$ cat config.mk
export PLATFORM = sky130hd
export DESIGN_NAME = gpac_adc_fifo_arbiter_flat
export DESIGN_NICKNAME = d
export VERILOG_FILES = /design/src/rtl/gpac_adc_fifo_arbiter_if.sv /design/src/rtl/gpac_adc_fifo_arbiter.sv /design/src/flat_wrapper.sv
export SDC_FILE = /design/constraint.sdc
export NUM_CORES = 1
export LEC_CHECK = 0
export CAP_MARGIN = 20
export CORE_MARGIN = 10
export CORE_UTILIZATION = 29
export DETAILED_ROUTE_END_ITERATION = 10
export PLACE_DENSITY = 0.8
export SLEW_MARGIN = 30
export SYNTH_ARGS = -nofsm -noshare
export SYNTH_HDL_FRONTEND = slang
export SYNTH_SLANG_ARGS = --single-unit
$ cat constraint.sdc
create_clock -name BUS_CLK -period 2.35 [get_ports BUS_CLK]
set_clock_uncertainty 0.2 [all_clocks]
set_input_delay 0.47 -clock BUS_CLK [delete_from_list [all_inputs] [get_ports BUS_CLK]]
set_output_delay 0.47 -clock BUS_CLK [all_outputs]
set_load 0.05 [all_outputs]
$ cat src/rtl/gpac_adc_fifo_arbiter_if.sv
`default_nettype none
// ============================================================================
// Module : gpac_adc_fifo_arbiter_if -- upstream FIFO bank + merged stream bus
// Rev    : 1.0
// ============================================================================
interface gpac_adc_fifo_arbiter_if #(
    parameter int NUM_CH = 4
);
    logic [NUM_CH-1:0]    CH_EN;
    logic [NUM_CH-1:0]    CH_FIFO_EMPTY;
    logic [32*NUM_CH-1:0] CH_FIFO_DATA;
    logic [NUM_CH-1:0]    CH_FIFO_READ;
    logic                 FIFO_READ;
    logic                 FIFO_EMPTY;
    logic [31:0]          FIFO_DATA;
    logic [2:0]           GRANT;
    logic                 GRANT_VALID;

    modport master (
        input  CH_EN, CH_FIFO_EMPTY, CH_FIFO_DATA, FIFO_READ,
        output CH_FIFO_READ, FIFO_EMPTY, FIFO_DATA, GRANT, GRANT_VALID
    );

    modport slave (
        output CH_EN, CH_FIFO_EMPTY, CH_FIFO_DATA, FIFO_READ,
        input  CH_FIFO_READ, FIFO_EMPTY, FIFO_DATA, GRANT, GRANT_VALID
    );
endinterface
`default_nettype wire

$ cat src/rtl/gpac_adc_fifo_arbiter.sv
`default_nettype none
// ============================================================================
// Module : gpac_adc_fifo_arbiter -- round-robin burst merge of ADC receiver FIFOs
// Rev    : 1.0
// ============================================================================
module gpac_adc_fifo_arbiter #(
    parameter int NUM_CH    = 4,
    parameter int MAX_BURST = 256
) (
    input  logic                     BUS_CLK,
    input  logic                     BUS_RST_N,
    gpac_adc_fifo_arbiter_if.master  bus
);
    localparam int             BCW        = (MAX_BURST == 0) ? 1 : $clog2(MAX_BURST + 1);
    localparam logic [BCW-1:0] BURST_LAST = (MAX_BURST == 0) ? '0 : BCW'(MAX_BURST - 1);
    localparam logic [2:0]     LAST_RST   = 3'(NUM_CH - 1);

    typedef enum logic [0:0] {
        ST_IDLE  = 1'b0,
        ST_GRANT = 1'b1
    } state_t;

    state_t            state_q;
    logic [2:0]        grant_q;
    logic [2:0]        last_q;
    logic [2:0]        grant_d;
    logic              grant_valid_q;
    logic [BCW-1:0]    burst_q;

    logic [NUM_CH-1:0] req;
    logic              any_req;
    logic              sel_en;
    logic              sel_empty;
    logic [31:0]       sel_data;
    logic              out_empty;
    logic              pop;
    logic              burst_end;
    logic              release_gnt;

    assign req     = bus.CH_EN & ~bus.CH_FIFO_EMPTY;
    assign any_req = |req;

    // First requester strictly after the last-served channel, wrapping around.
    always_comb begin : c_rr_pick
        logic       found;
        logic [3:0] idx;
        grant_d = 3'd0;
        found   = 1'b0;
        idx     = 4'd0;
        for (int k = 1; k <= NUM_CH; k++) begin
            idx = {1'b0, last_q} + 4'(k);
            if (idx >= 4'(NUM_CH)) begin
                idx = idx - 4'(NUM_CH);
            end
            for (int j = 0; j < NUM_CH; j++) begin
                if (!found && (idx == 4'(j)) && req[j]) begin
                    found   = 1'b1;
                    grant_d = 3'(j);
                end
            end
        end
    end

    always_comb begin : c_sel_mux
        sel_en    = 1'b0;
        sel_empty = 1'b1;
        sel_data  = '0;
        for (int i = 0; i < NUM_CH; i++) begin
            if (grant_q == 3'(i)) begin
                sel_en    = bus.CH_EN[i];
                sel_empty = bus.CH_FIFO_EMPTY[i];
                sel_data  = bus.CH_FIFO_DATA[32*i +: 32];
            end
        end
    end

    assign out_empty   = ~grant_valid_q | sel_empty | ~sel_en;
    assign pop         = bus.FIFO_READ & ~out_empty;
    assign burst_end   = (MAX_BURST != 0) && (burst_q == BURST_LAST);
    // A pop only releases on the burst limit; an idle cycle releases once the output is masked.
    assign release_gnt = pop ? burst_end : out_empty;

    always_comb begin : c_up_read
        bus.CH_FIFO_READ = '0;
        for (int i = 0; i < NUM_CH; i++) begin
            if (grant_q == 3'(i)) begin
                bus.CH_FIFO_READ[i] = pop;
            end
        end
    end

    assign bus.FIFO_EMPTY  = out_empty;
    assign bus.FIFO_DATA   = sel_data;
    assign bus.GRANT       = grant_q;
    assign bus.GRANT_VALID = grant_valid_q;

    always_ff @(posedge BUS_CLK or negedge BUS_RST_N) begin
        if (!BUS_RST_N) begin
            state_q       <= ST_IDLE;
            grant_q       <= 3'd0;
            grant_valid_q <= 1'b0;
            burst_q       <= '0;
            last_q        <= LAST_RST;
        end else begin
            case (state_q)
                ST_IDLE: begin
                    if (any_req) begin
                        state_q       <= ST_GRANT;
                        grant_q       <= grant_d;
                        grant_valid_q <= 1'b1;
                        burst_q       <= '0;
                    end
                end
                ST_GRANT: begin
                    if (pop) begin
                        burst_q <= burst_q + 1'b1;
                    end
                    if (release_gnt) begin
                        state_q       <= ST_IDLE;
                        grant_valid_q <= 1'b0;
                        last_q        <= grant_q;
                    end
                end
                default: begin
                    state_q       <= ST_IDLE;
                    grant_valid_q <= 1'b0;
                end
            endcase
        end
    end
endmodule
`default_nettype wire

$ cat src/flat_wrapper.sv
// flat-port wrapper written by rule: the top's interface ports become plain ports
module gpac_adc_fifo_arbiter_flat 
#(
    parameter int NUM_CH    = 4,
    parameter int MAX_BURST = 256
)
  (BUS_CLK, BUS_RST_N, bus_CH_EN, bus_CH_FIFO_EMPTY, bus_CH_FIFO_DATA, bus_FIFO_READ, bus_CH_FIFO_READ, bus_FIFO_EMPTY, bus_FIFO_DATA, bus_GRANT, bus_GRANT_VALID);
  gpac_adc_fifo_arbiter_if #(.NUM_CH(NUM_CH)) bus_i ();
  input  logic BUS_CLK;
  input  logic BUS_RST_N;
  input wire logic [$bits(bus_i.CH_EN)-1:0] bus_CH_EN;
  input wire logic [$bits(bus_i.CH_FIFO_EMPTY)-1:0] bus_CH_FIFO_EMPTY;
  input wire logic [$bits(bus_i.CH_FIFO_DATA)-1:0] bus_CH_FIFO_DATA;
  input wire logic [$bits(bus_i.FIFO_READ)-1:0] bus_FIFO_READ;
  output wire logic [$bits(bus_i.CH_FIFO_READ)-1:0] bus_CH_FIFO_READ;
  output wire logic [$bits(bus_i.FIFO_EMPTY)-1:0] bus_FIFO_EMPTY;
  output wire logic [$bits(bus_i.FIFO_DATA)-1:0] bus_FIFO_DATA;
  output wire logic [$bits(bus_i.GRANT)-1:0] bus_GRANT;
  output wire logic [$bits(bus_i.GRANT_VALID)-1:0] bus_GRANT_VALID;
  assign bus_i.CH_EN = bus_CH_EN;
  assign bus_i.CH_FIFO_EMPTY = bus_CH_FIFO_EMPTY;
  assign bus_i.CH_FIFO_DATA = bus_CH_FIFO_DATA;
  assign bus_i.FIFO_READ = bus_FIFO_READ;
  assign bus_CH_FIFO_READ = bus_i.CH_FIFO_READ;
  assign bus_FIFO_EMPTY = bus_i.FIFO_EMPTY;
  assign bus_FIFO_DATA = bus_i.FIFO_DATA;
  assign bus_GRANT = bus_i.GRANT;
  assign bus_GRANT_VALID = bus_i.GRANT_VALID;
  gpac_adc_fifo_arbiter #(.NUM_CH(NUM_CH), .MAX_BURST(MAX_BURST)) u_core (.BUS_CLK(BUS_CLK), .BUS_RST_N(BUS_RST_N), .bus(bus_i));
endmodule
==> run metrics <==
most common cell after layout, fill and taps aside=clkdlybuf4s50_1; Peak VDD IR=0.880 mV; Synth cell types=42; Slew Viols, Final=0; global-route wire length before repair=around 15 mm; total power=4.74 mW; pre-CTS WS=-345 ps; WHS=~330 ps; global router's overall resource usage=20.8%; Die Span Y=between 90 and 100 um; placed insts=between 400 and 500; Pre-antenna DRT Iters=4; worst setup margin=-83.4 ps; H-tree levels=1; Hold Path Depth=1; Avg WL per Cell=about 25 um; CTS Root Cell=clkbuf_8; routability-driven placement congestion ratio=roughly 0.9; Syn Std Cell Area=roughly 1700 um^2; total CTS buffers=3; vias=2217; DR DRC count=0; Detailed Route Iter0 Violations=72; die footprint=roughly 9400 um^2; largest net degree at the start of global routing=34; final setup fails=35; Yosys warning count=0; RSZ-0062 raised after global routing=yes; slew margin rel.=a little under three fifths; RR Startpoint=u_core.burst_q[0]$_DFFE_PN0P_; reg2reg setup slack=180 ps; global routing usage on met1=22.2%; Max-Cap Viols=0; failing checks=negative setup slack; endpoint class of the critical path=primary output; clock sinks=15; vias in the first global route=about 2300; reg2reg end=u_core.last_q[0]$_DFFE_PN1P_; FMAX=411 MHz; worst hold start=u_core.burst_q[6]$_DFFE_PN0P_; R2R depth=8; Detail Route Antenna Nets=0; core area=slightly below 6000 um^2; Hold Path End=u_core.burst_q[6]$_DFFE_PN0P_; clock buffer depth=2; port bufs=178; Setup TNS Final=-2360 ps; Async SR Flop Fraction=100%; clock-pin slew on the worst setup and hold paths=about 60 ps; most frequent cells in the layout=clkdlybuf4s50_1, buf_4, mux4_2; critical path required time=1680 ps; Area Growth Syn to Fin=134%; min-delay worst type=flop to flop; post-route minimum period=between 2000 and 2500 ps; I/O pin cnt=180; Final HPWL DP=8.56 mm; share of cells above drive strength 1=36.0%; DIE WIDTH=roughly 97 um; Post-synth EDFFs=0; Synth Net Count=289; final period utilization=104%; CP arrival=1760 ps; Antenna diodes=0; Hold Vio Cnt, Final=0; grt met2 use=between 30 and 40%; Worst Tran Pin Value=between 600 and 700 ps; Initial Util=slightly below 30%; M3 GR Usage=5.76%; Setup crit start kind=flop; clock latency on the worst-skew pair=240 ps; Gate Count Post-Synth=roughly 150; P_leak=about 1.7 nW; DRT Wirelength=roughly 10 mm; Mapped Avg Cell Area=roughly 12 um^2; row count=28; CTS tree=yes; Seq cells post-synth=15; via density per instance=between 5 and 6; grt ovf=0; PD cells=around 1200 nW/um^2; Net count, final=between 400 and 500; worst-path fanout max=6; grt peak-use layer=met2; Crit Path Class=flop to primary output; post-synthesis sequential area ratio=a little over a fifth; outcome=complete, but fails checks; initial antenna violation count=0; non-filler cells, final=approximately 430; Synth Flop Type=dfrtp_1
==> power by group <==
| part | total [mW] | leakage (nW) | switching, mW | internal, mW |
|---|---|---|---|---|
| sequential | 0.433 | 0.192 | 0.0942 | 0.339 |
| clock | 0.205 | 0.0228 | 0.0850 | 0.120 |
| combinational | 4.10 | 1.45 | 2.26 | 1.84 |
| total | 4.74 | 1.67 | 2.44 | 2.30 |
==> cell families (layout without fill, tap and decap cells) <==
family / after synthesis / count (layout) / share of synthesized area [%]
buffers and inverters: 14 / 216 / 3.92
flip-flops: 15 / 15 / 21.9
adder cells (fa/ha/maj): 2 / 2 / 1.45
AND/OR/NAND/NOR: 47 / 47 / 14.7
AO/OA/AOI/OAI: 34 / 34 / 14.0
other: 1 / 1 / 0.218
multiplexers: 35 / 35 / 43.7
==> cell type report <==
| type | instances | area, um^2 |
|---|---|---|
| sequential | 15 | 380 |
| inverter | 3 | 11.3 |
| fill | 412 | 1830 |
| tap | 75 | 93.8 |
| multi-input combinational | 119 | 1360 |
| clock buffer | 4 | 45.0 |
| timing repair buffer | 209 | 2130 |
==> synthesized netlist by cell type (2+ instances only) <==
master    count  share of area, %
ha_1          2               1.5
buf_4         2              0.87
dfstp_2       2               3.1
nor3b_1       3               1.3
nor3_1        3              0.87
a31oi_1       3               1.1
buf_1         2              0.44
nand2b_1      5               1.8
mux4_2       32                42
inv_1         2              0.44
o21ai_0       7               2.0
buf_2         6               1.7
o21bai_1      3               1.3
a21o_1        6               2.6
and3_1        3               1.1
mux2_1        2               1.3
nand3_1       4               1.2
nor2b_1       4               1.5
nor2_1        8               1.7
or3_1         2              0.73
dfrtp_1      13                19
nand2_1      10               2.2
a21oi_1       5               1.5
==> state kept, by name (all words and copies together), names as in the netlist <==
signal                  count
u_core.bus.GRANT            2
u_core.state_q              1
u_core.burst_q              9
u_core.bus.GRANT_VALID      1
u_core.last_q               2
==> metrics by stage <==
step	utilization [%]	area [um^2]
3_3_place_gp	64.0	3740
6_report	68.8	4020
2_1_floorplan	-	1770
4_1_cts	67.0	3920
5_1_grt	68.8	4020
3_5_place_dp	64.0	3740
==> worst max-delay path: stages, from the launching register on <==
cell      delay (ps)
dfrtp_2          480
nor3b_4          260
a211oi_2          90
nor3_4           150
nand2_2          130
nor3b_4          250
buf_12           160
==> per-layer routing <==
metal,share of wire [%],vias up
met1,35,1090
met5,0,-
met4,1.2,0
met2,56,110
met3,8.1,12
li1,-,1005
==> repair_timing <==
item	in CTS	in global routing
cloned	0	2
hold buffers	0	0
endpoints found under the hold margin	0	0
buffers inserted	5	2
endpoints found under the setup margin	37	36
resized for setup	39	9
pin swaps	6	5
==> how the worst max path moves through the flow <==
| stage | startpoint | to | slack, ps | cells past startpoint |
|---|---|---|---|---|
| after floorplan | u_core.bus.GRANT[1]$_DFFE_PN0P_ | bus_CH_FIFO_READ[1] | -50 | 6 |
| after global placement | bus_CH_EN[0] | bus_CH_FIFO_READ[1] | -320 | 7 |
| after detailed placement | bus_CH_EN[0] | bus_CH_FIFO_READ[1] | -350 | 7 |
| after CTS | u_core.bus.GRANT[1]$_DFFE_PN0P_ | bus_CH_FIFO_READ[1] | -80 | 6 |
| after global routing | u_core.bus.GRANT[0]$_DFFE_PN0P_ | bus_CH_FIFO_READ[1] | -180 | 6 |
| final | u_core.bus.GRANT[0]$_DFFE_PN0P_ | bus_CH_FIFO_READ[1] | -80 | 6 |
Power figures use the tool's default switching activity.
